[config.mk]
export PLATFORM = sky130hd
export DESIGN_NAME = tdm_demux
export DESIGN_NICKNAME = d
export VERILOG_FILES = /design/src/rtl/tdm_demux_pkg.sv /design/src/rtl/tdm_demux_shift_deser.sv /design/src/rtl/tdm_demux.sv
export SDC_FILE = /design/constraint.sdc
export NUM_CORES = 1
export LEC_CHECK = 0
export CORE_MARGIN = 1.5
export CORE_UTILIZATION = 45
export CTS_CLUSTER_DIAMETER = 150
export DETAILED_ROUTE_END_ITERATION = 10
export GPL_TIMING_DRIVEN = 1
export HOLD_SLACK_MARGIN = 0.12
export PLACE_DENSITY = 0.72
export SLEW_MARGIN = 5
export SYNTH_ARGS = -nofsm -noshare
export SYNTH_HDL_FRONTEND = slang
export SYNTH_HIERARCHICAL = 1
export SYNTH_SLANG_ARGS = --single-unit
[constraint.sdc]
create_clock -name clk -period 2.4 [get_ports clk]
set_clock_uncertainty 0.05 [all_clocks]
set_input_delay 0.6 -clock clk [delete_from_list [all_inputs] [get_ports clk]]
set_output_delay 0.6 -clock clk [all_outputs]
set_load 0.05 [all_outputs]
[src/rtl/tdm_demux_pkg.sv]
// Shared definitions for the TDM link (demux receiver and mux transmitter).
// State encoding, default geometry and channel-slice helper.
package tdm_demux_pkg;

    localparam int DEF_NUM_CH = 4;
    localparam int DEF_DATA_W = 8;

    typedef enum logic {
        IDLE  = 1'b0,
        SHIFT = 1'b1
    } state_t;

    // Low bit index of channel k inside a flat NUM_CH*DATA_W bus.
    function automatic int ch_lo(input int k, input int w);
        return k * w;
    endfunction

endpackage

[src/rtl/tdm_demux_shift_deser.sv]
// Serial-to-parallel word assembler: bits enter at the LSB, word completes combinationally on the last bit.
// Word and done flag are valid in the cycle of the final bit; no backpressure (one bit per cycle).
module tdm_demux_shift_deser
    import tdm_demux_pkg::*;
#(
    parameter int DATA_W = DEF_DATA_W
) (
    input  logic              clk,
    input  logic              rst_n,
    input  logic              i_load,
    input  logic              i_shift,
    input  logic              i_last,
    input  logic              i_bit,
    output logic [DATA_W-1:0] o_word,
    output logic              o_done
);

    // Only DATA_W-1 bits need storing: the final bit is taken straight from the line.
    logic [DATA_W-2:0] r_shift;

    always_ff @(posedge clk) begin
        if (!rst_n) begin
            r_shift <= '0;
        end else if (i_load) begin
            r_shift <= {{(DATA_W-2){1'b0}}, i_bit};
        end else if (i_shift) begin
            r_shift <= {r_shift[DATA_W-3:0], i_bit};
        end
    end

    assign o_word = {r_shift, i_bit};
    assign o_done = i_shift & i_last;

endmodule

[src/rtl/tdm_demux.sv]
// TDM receiver: recovers NUM_CH serial MSB-first words per sync-marked frame into registered outputs.
// Word/strobe registered on the edge that samples the last bit; no backpressure (line-rate input).
module tdm_demux
    import tdm_demux_pkg::*;
#(
    parameter int NUM_CH = DEF_NUM_CH,
    parameter int DATA_W = DEF_DATA_W
) (
    input  logic                     clk,
    input  logic                     rst_n,
    input  logic                     sync_in,
    input  logic                     data_in,
    output logic [NUM_CH*DATA_W-1:0] ch_data,
    output logic [NUM_CH-1:0]        ch_valid,
    output logic                     frame_done,
    output logic                     sync_err
);

    localparam int BW = $clog2(DATA_W);
    localparam int CW = $clog2(NUM_CH);
    localparam logic [BW-1:0] BIT_LAST = BW'(DATA_W - 1);
    localparam logic [CW-1:0] CH_LAST  = CW'(NUM_CH - 1);

    state_t                     r_state;
    state_t                     w_state_nxt;
    logic [BW-1:0]              r_bit_cnt;
    logic [CW-1:0]              r_ch_cnt;
    logic [NUM_CH*DATA_W-1:0]   r_ch_data;
    logic [NUM_CH-1:0]          r_ch_valid;
    logic                       r_frame_done;
    logic                       r_sync_err;

    logic                       w_shift;
    logic                       w_restart;
    logic                       w_last;
    logic                       w_fin;
    logic                       w_word_done;
    logic [DATA_W-1:0]          w_word;

    tdm_demux_shift_deser #(
        .DATA_W (DATA_W)
    ) u_deser (
        .clk     (clk),
        .rst_n   (rst_n),
        .i_load  (sync_in),
        .i_shift (w_shift),
        .i_last  (w_last),
        .i_bit   (data_in),
        .o_word  (w_word),
        .o_done  (w_word_done)
    );

    always_ff @(posedge clk) begin
        if (!rst_n) begin
            r_state <= IDLE;
        end else begin
            r_state <= w_state_nxt;
        end
    end

    always_comb begin
        w_state_nxt = r_state;
        case (r_state)
            IDLE:    if (sync_in) w_state_nxt = SHIFT;
            SHIFT:   if (w_fin)   w_state_nxt = IDLE;
            default: w_state_nxt = IDLE;
        endcase
    end

    // A sync seen while shifting overrides everything else: the frame restarts.
    always_comb begin
        w_shift   = 1'b0;
        w_restart = 1'b0;
        if (r_state == SHIFT) begin
            w_shift   = !sync_in;
            w_restart = sync_in;
        end
    end

    assign w_last = (r_bit_cnt == BIT_LAST);
    assign w_fin  = w_word_done && (r_ch_cnt == CH_LAST);

    always_ff @(posedge clk) begin
        if (!rst_n) begin
            r_bit_cnt    <= '0;
            r_ch_cnt     <= '0;
            r_ch_data    <= '0;
            r_ch_valid   <= '0;
            r_frame_done <= 1'b0;
            r_sync_err   <= 1'b0;
        end else begin
            r_ch_valid   <= '0;
            r_frame_done <= 1'b0;
            r_sync_err   <= w_restart;
            if (sync_in) begin
                r_bit_cnt <= BW'(1);
                r_ch_cnt  <= '0;
            end else if (w_shift) begin
                if (w_word_done) begin
                    r_bit_cnt <= '0;
                    for (int k = 0; k < NUM_CH; k++) begin
                        if (r_ch_cnt == CW'(k)) begin
                            r_ch_data[ch_lo(k, DATA_W) +: DATA_W] <= w_word;
                            r_ch_valid[k] <= 1'b1;
                        end
                    end
                    if (w_fin) begin
                        r_frame_done <= 1'b1;
                    end else begin
                        r_ch_cnt <= r_ch_cnt + 1'b1;
                    end
                end else begin
                    r_bit_cnt <= r_bit_cnt + 1'b1;
                end
            end
        end
    end

    assign ch_data    = r_ch_data;
    assign ch_valid   = r_ch_valid;
    assign frame_done = r_frame_done;
    assign sync_err   = r_sync_err;

endmodule

### Word level (Yosys, flattened, before mapping)

Cells that the tools add are included.

| operators by class | value |
|---|---|
| add/subtract/negate cells | 2 |
| equality and inequality tests | 4 |
| multiplexer cells | 14 |
| bitwise gates (word level) | 7 |
| reduce and logical (&&, ||, !) cells | 12 |

Operators by type and width:

| cell | number |
|---|---|
| $reduce_and 4->1 | 4 |
| $mux 1 | 12 |
| $not 1->1 | 6 |
| $eq 2x2->1 const B | 2 |
| $reduce_or 4->1 | 1 |
| $add 3x1->3 const B | 1 |
| $eq 3x3->1 const B | 1 |
| $mux 3 | 1 |
| $reduce_and 3->1 | 1 |
| $add 2x1->2 const B | 1 |
| $eq 2x1->1 const B | 1 |
| $logic_not 2->1 | 1 |
| $pmux 1 s2 | 1 |
| $reduce_and 2->1 | 1 |
| $reduce_bool 2->1 | 1 |
| $reduce_or 2->1 | 1 |
| $and 1x1->1 | 1 |
| $logic_and 1x1->1 | 1 |
| $logic_not 1->1 | 1 |

| storage, ports and cells | value |
|---|---|
| bits in registers | 51 |
| output and inout bits | 38 |

### Depth between registers and ports, before layout

Gate-level depths: netlist (run 1).

| depth | value |
|---|---|
| depth after elaboration | 6 |
| gate-level depth with buffers | 8 |

### Cells and area by module

The synthesis (run 1) kept the hierarchy.

By module, submodules not included:

| module | times used | cells an instance | area an instance (um^2) | seq. area each (um^2) |
|---|---|---|---|---|
| tdm_demux | 1 | 167 | 1719.1 | 880.8 |
| tdm_demux_shift_deser | 1 | 26 | 284.0 | 140.1 |

### Worst setup path after synthesis (run 1)

Ideal clock, no wire load.

| timing path | value |
|---|---|
| kind | input-to-reg |
| from | in sync_in |
| to | reg r_ch_data[24] (netlist: ch_data[24]) |
| library setup time | 0.072 ns |
| arrival | 1.807 ns |
| data required time | 2.278 ns |
| path slack | 0.472 ns |
| cell stages on the path | 8 |
| path buffers | 4 |
| path through | clkbuf_2 and2b_1 buf_6 and2_2 buf_2 nand4b_1 buf_4 mux2i_1 |

| on the way | value |
|---|---|
| longest elaborated chain between the ends | 4 |
| elaborated cells on any way between the ends | 5 |

RTL lines:

| item | line | text |
|---|---|---|
| start, declared | tdm_demux.sv:11 | `input logic sync_in,` |
| $logic_not 1->1 | tdm_demux.sv:75 | `w_shift = !sync_in;` |
| $mux 1 | tdm_demux.sv:74 | `if (r_state == SHIFT) begin` |
| named net w_shift | tdm_demux.sv:33 | `logic w_shift;` |
| $and 1x1->1 | tdm_demux_shift_deser.sv:32 | `assign o_done = i_shift & i_last;` |
| named net w_word_done | tdm_demux.sv:37 | `logic w_word_done;` |
| $reduce_and 4->1 (no line) | -- |  |
| end signal, assigned by index | tdm_demux.sv:103 | `r_ch_data[ch_lo(k, DATA_W) +: DATA_W] <= w_word;` |
| end, declared | tdm_demux.sv:28 | `logic [NUM_CH*DATA_W-1:0] r_ch_data;` |

The timed path passes the listed nets, and every way through them passes these cells.
A chain may end at the register's enable or synchronous reset.

### Worst setup path after layout (run 1)

| timing path | value |
|---|---|
| from | reg r_ch_data[26] (netlist: ch_data[26]) |
| to | out ch_data[26] |

RTL lines:

| item | line | text |
|---|---|---|
| end, declared | tdm_demux.sv:13 | `output logic [NUM_CH*DATA_W-1:0] ch_data,` |

No word-level cell between the ends.

==> results of run 1 <==
==> power by group <==
part	switching (mW)	total (mW)	internal, mW
Combinational	0.0325	0.0553	0.0228
Clock	0.263	0.468	0.205
Sequential	0.00627	0.856	0.850
==> registers in the layout (all words and copies together), names as in the netlist <==
| signal | count |
|---|---|
| sync_err | 1 |
| r_ch_cnt | 2 |
| frame_done | 1 |
| ch_data | 32 |
| u_deser/r_shift | 7 |
| ch_valid | 4 |
| r_state | 1 |
| r_bit_cnt | 3 |
==> layer usage <==
metal,wire length [um],global-route usage
met5,0,0
met4,63,0.0684
met3,166,0.0480
met2,1780,0.260
met1,1820,0.220
==> metrics by stage <==
step / instances / area (sq um) / power (mW) / utilization
after floorplan: 193 / 2000 / 0.916 / -
after global placement: 280 / 2450 / 0.932 / 0.568
after detailed placement: 280 / 2450 / 0.932 / 0.568
after CTS: 288 / 2540 / 1.39 / 0.587
after global routing: 288 / 2540 / 1.44 / 0.587
final: 288 / 2540 / 1.38 / 0.587
==> cells in the final DEF (no fill, tap or decap) <==
cell type and instances:
sky130_fd_sc_hd__buf_2 1, sky130_fd_sc_hd__o31a_1 1, sky130_fd_sc_hd__o211ai_2 1, sky130_fd_sc_hd__and3_1 1, sky130_fd_sc_hd__and2_2 1, sky130_fd_sc_hd__a31oi_1 1, sky130_fd_sc_hd__nor3b_1 1, sky130_fd_sc_hd__ha_1 6
sky130_fd_sc_hd__a21oi_1 2, sky130_fd_sc_hd__o21ai_0 1, sky130_fd_sc_hd__or3b_1 1, sky130_fd_sc_hd__dfxtp_1 51, sky130_fd_sc_hd__buf_4 7, sky130_fd_sc_hd__nand4b_1 4, sky130_fd_sc_hd__nor2b_1 1, sky130_fd_sc_hd__nor2_1 11
sky130_fd_sc_hd__clkinv_2 1, sky130_fd_sc_hd__clkbuf_8 5, sky130_fd_sc_hd__and4bb_1 1, sky130_fd_sc_hd__buf_12 1, sky130_fd_sc_hd__nand2b_1 4, sky130_fd_sc_hd__clkdlybuf4s50_1 40, sky130_fd_sc_hd__inv_1 3, sky130_fd_sc_hd__clkbuf_1 2
sky130_fd_sc_hd__mux2i_1 40, sky130_fd_sc_hd__nand3b_1 5, sky130_fd_sc_hd__and2b_1 1, sky130_fd_sc_hd__o31ai_2 1, sky130_fd_sc_hd__nand2_1 41
==> cells by family (layout without fill, tap and decap cells) <==
logic type / after synthesis / after routing
and+or+nand+nor: 72 / 72
buffers and inverters: 17 / 60
muxes: 40 / 40
AOI/OAI and AO/OA: 7 / 7
DFF: 51 / 51
adders and majority gates: 6 / 6
==> path summary, 6_finish.rpt <==
kind | from | endpoint
max | ch_data[26] | ch_data[26]
min reg2reg | ch_data[8] | ch_data[8]
min | ch_data[8] | ch_data[8]
max reg2reg | r_state | ch_data[4]
==> final cells by class <==
class	count	area, sq um	area share
multi-input combinational	125	880	0.347
clock buffer	7	76.3	0.0301
timing repair buffer	49	478	0.188
clock inverter	1	5.00	0.00197
sequential	51	1020	0.403
tap	52	65.1	0.0257
inverter	3	11.3	0.00444
==> parameters.txt, run 1 <==
Parameter                              Value

Synthesis
  Number of warnings reported in the yosys synthesis log ... 6
  Post-Synth Adder-Cell Area ... 0.0375
  Share of flip-flops with an asynchronous set or reset after synthesis ... 0
  Simple-gate share of the synthesized area ... 0.174
  Portion of the post-synthesis area used by sequential elements ... 0.510
  Total nets after synthesis ... 203
  Cell with the most instances after synthesis ... sky130_fd_sc_hd__dfxtp_1
  Cells after synthesis ... 193
  Xor-xnor portion of the synthesized cell area ... 0
  Synthesized area ... 0.00200 sq mm
  Synth cell count leaders ... 51 x sky130_fd_sc_hd__dfxtp_1, 41 x sky130_fd_sc_hd__nand2_1, 40 x sky130_fd_sc_hd__mux2i_1, 11 x sky130_fd_sc_hd__nor2_1
  Number of enable flip-flop cells after synthesis ... 0
  Mean Syn Cell Area ... 10.4 sq um
  Biggest area consumer among synthesized cells ... sky130_fd_sc_hd__dfxtp_1
  #FFs+latches synth ... 51
  Top cell type's share of synthesized area ... 0.510
  Unique cell type count in the Yosys netlist ... 26
  Largest cells by area after synthesis ... sky130_fd_sc_hd__dfxtp_1 51%, sky130_fd_sc_hd__mux2i_1 20%, sky130_fd_sc_hd__nand2_1 7.7%, sky130_fd_sc_hd__ha_1 3.7%, sky130_fd_sc_hd__buf_4 2.2%
  Largest family of logic cells by synthesized area ... multiplexers
  Compound-Gate Fraction of Synth Area ... 0.0275
  Commonest register cell after synthesis ... sky130_fd_sc_hd__dfxtp_1
  Proportion of synthesized area in mux cells ... 0.200

Power and ir drop
  P per Cell Area ... 544 mW/mm^2
  Standby leakage power ... 1.12 nW
  Peak supply drop ... 0.000222 V

Routing
  Post-DR vias/cell ... 4.91
  TritonRoute pass-1 iters ... 4
  Routed length per placed instance ... 13.3 um
  DRC Markers ... 0
  Initial detailed-routing violation count ... 77
  Antenna violation net count after detailed routing ... 0
  Overall via count from detail_route ... 1414
  Routed wire length ... 3830 um

Floorplan
  Overall die area ... 0.00486 sq mm
  I/O pins ... 42
  Standard cell core area ... 0.00432 sq mm
  Starting utilization of the core area ... 0.463
  Row cnt ... 24
  Die outline width ... 69.7 um
  Vertical die dimension ... 69.7 um

Clock network
  Clock-pin transition on the worst setup and hold timing paths ... 0.09 ns
  Quantity of hold-fixing buffers added after cts ... 0
  CTS tree ... done
  Insertion delay of the later-clocked pin in the worst-skew pair ... 0.30 ns
  Number of H-tree levels ... 2
  Buffers from clock root to sink, at most ... 2
  Buffer type at the clock tree root ... sky130_fd_sc_hd__clkbuf_8
  # resized after CTS ... 0
  Number of clock sinks ... 51
  TritonCTS buffer count ... 5
  Post-CTS setup buffers ... 0

Critical path
  Kind of critical path ... reg2out
  Reg2Reg Depth ... 5
  Stages on worst setup path ... 1
  Slowest stage cell on the critical path ... sky130_fd_sc_hd__clkdlybuf4s50_1
  Kind of start point of the critical path ... register
  Crit Path Max Fanout ... 2
  Slack of the worst reg-to-reg path ... 0.75 ns
  Kind of cell adding the most delay to the critical path ... buffers and inverters
  Data required time of the critical path ... 1.75 ns
  Critical path capture point type ... primary output
  Critical path buffers and inverters ... 1
  Delay of the slowest cell on the worst path ... 0.81 ns
  Critical path, cell by cell ... clkdlybuf4s50_1
  Critical path arrival ... 1.47 ns

STA
  Number of max-slew violations in the final report ... 0
  Achievable Freq ... 472 MHz
  Share of the clock period used by the worst path after layout ... 0.884
  Final Hold Vio Count ... 0
  Final critical-path setup slack ... 0.279 ns
  Setup repair after global routing missed its margin ... no
  Final period demand of the worst path ... 2.12 ns
  Total negative setup slack ... 0 ns
  Measured slew at the worst slew-check pin ... 0.501 ns
  Rel. slew slack ... 0.665
  Final hold slack ... 0.412 ns
  Final setup fails ... 0

Final layout
  Antenna cell count ... 0
  Fraction of layout instances using a drive strength above 1 ... 0.0763
  Synthesis-to-layout area growth ... 26.6%
  Final net count ... 245
  Number of fill cells in the layout ... 388

Global routing
  Grt total ovfl ... 0
  Global-route total usage across every layer ... 0.168
  Maximum number of pins on one net before global-route repair ... 30
  Number of global-route vias before repair ... 1327
  Number of antenna violations at the first check in global routing ... 0
  Global-route wire length before repair ... 6390 um

Flow run
  Maximum Capacitance Violations ... 0

Hold path
  Cell depth of the worst hold path ... 2
  Worst min path class ... reg2reg

Placed design
  Estimated wirelength of the detail-placed design ... 2700 um
  Gp weighted congestion ... 0.774
  Pre-CTS setup slack ... 0.231 ns
  Number of port buffers ... 41

Status
  Run status ... finished, final reports clean
Note: power is estimated with default switching activity, not from simulation.
==> run 2: changes to the inputs <==
--- a/config.mk
+++ b/config.mk
@@ -18,2 +18,3 @@
 export SYNTH_HIERARCHICAL = 1
 export SYNTH_SLANG_ARGS = --single-unit
+export TNS_END_PERCENT = 1
--- a/constraint.sdc
+++ b/constraint.sdc
@@ -3,3 +3,3 @@
 set_input_delay 0.6 -clock clk [delete_from_list [all_inputs] [get_ports clk]]
 set_output_delay 0.6 -clock clk [all_outputs]
-set_load 0.05 [all_outputs]
+set_load 0.005 [all_outputs]
==> results of run 2 <==
The final DEF is identical to that of run 1. Status: finished, final reports clean.
Main changes from that run: setup slack after layout 0.279 ns -> 0.557 ns; start point of the critical path ch_data[26] -> sync_in; end point of the critical path ch_data[26] -> ch_data[16]
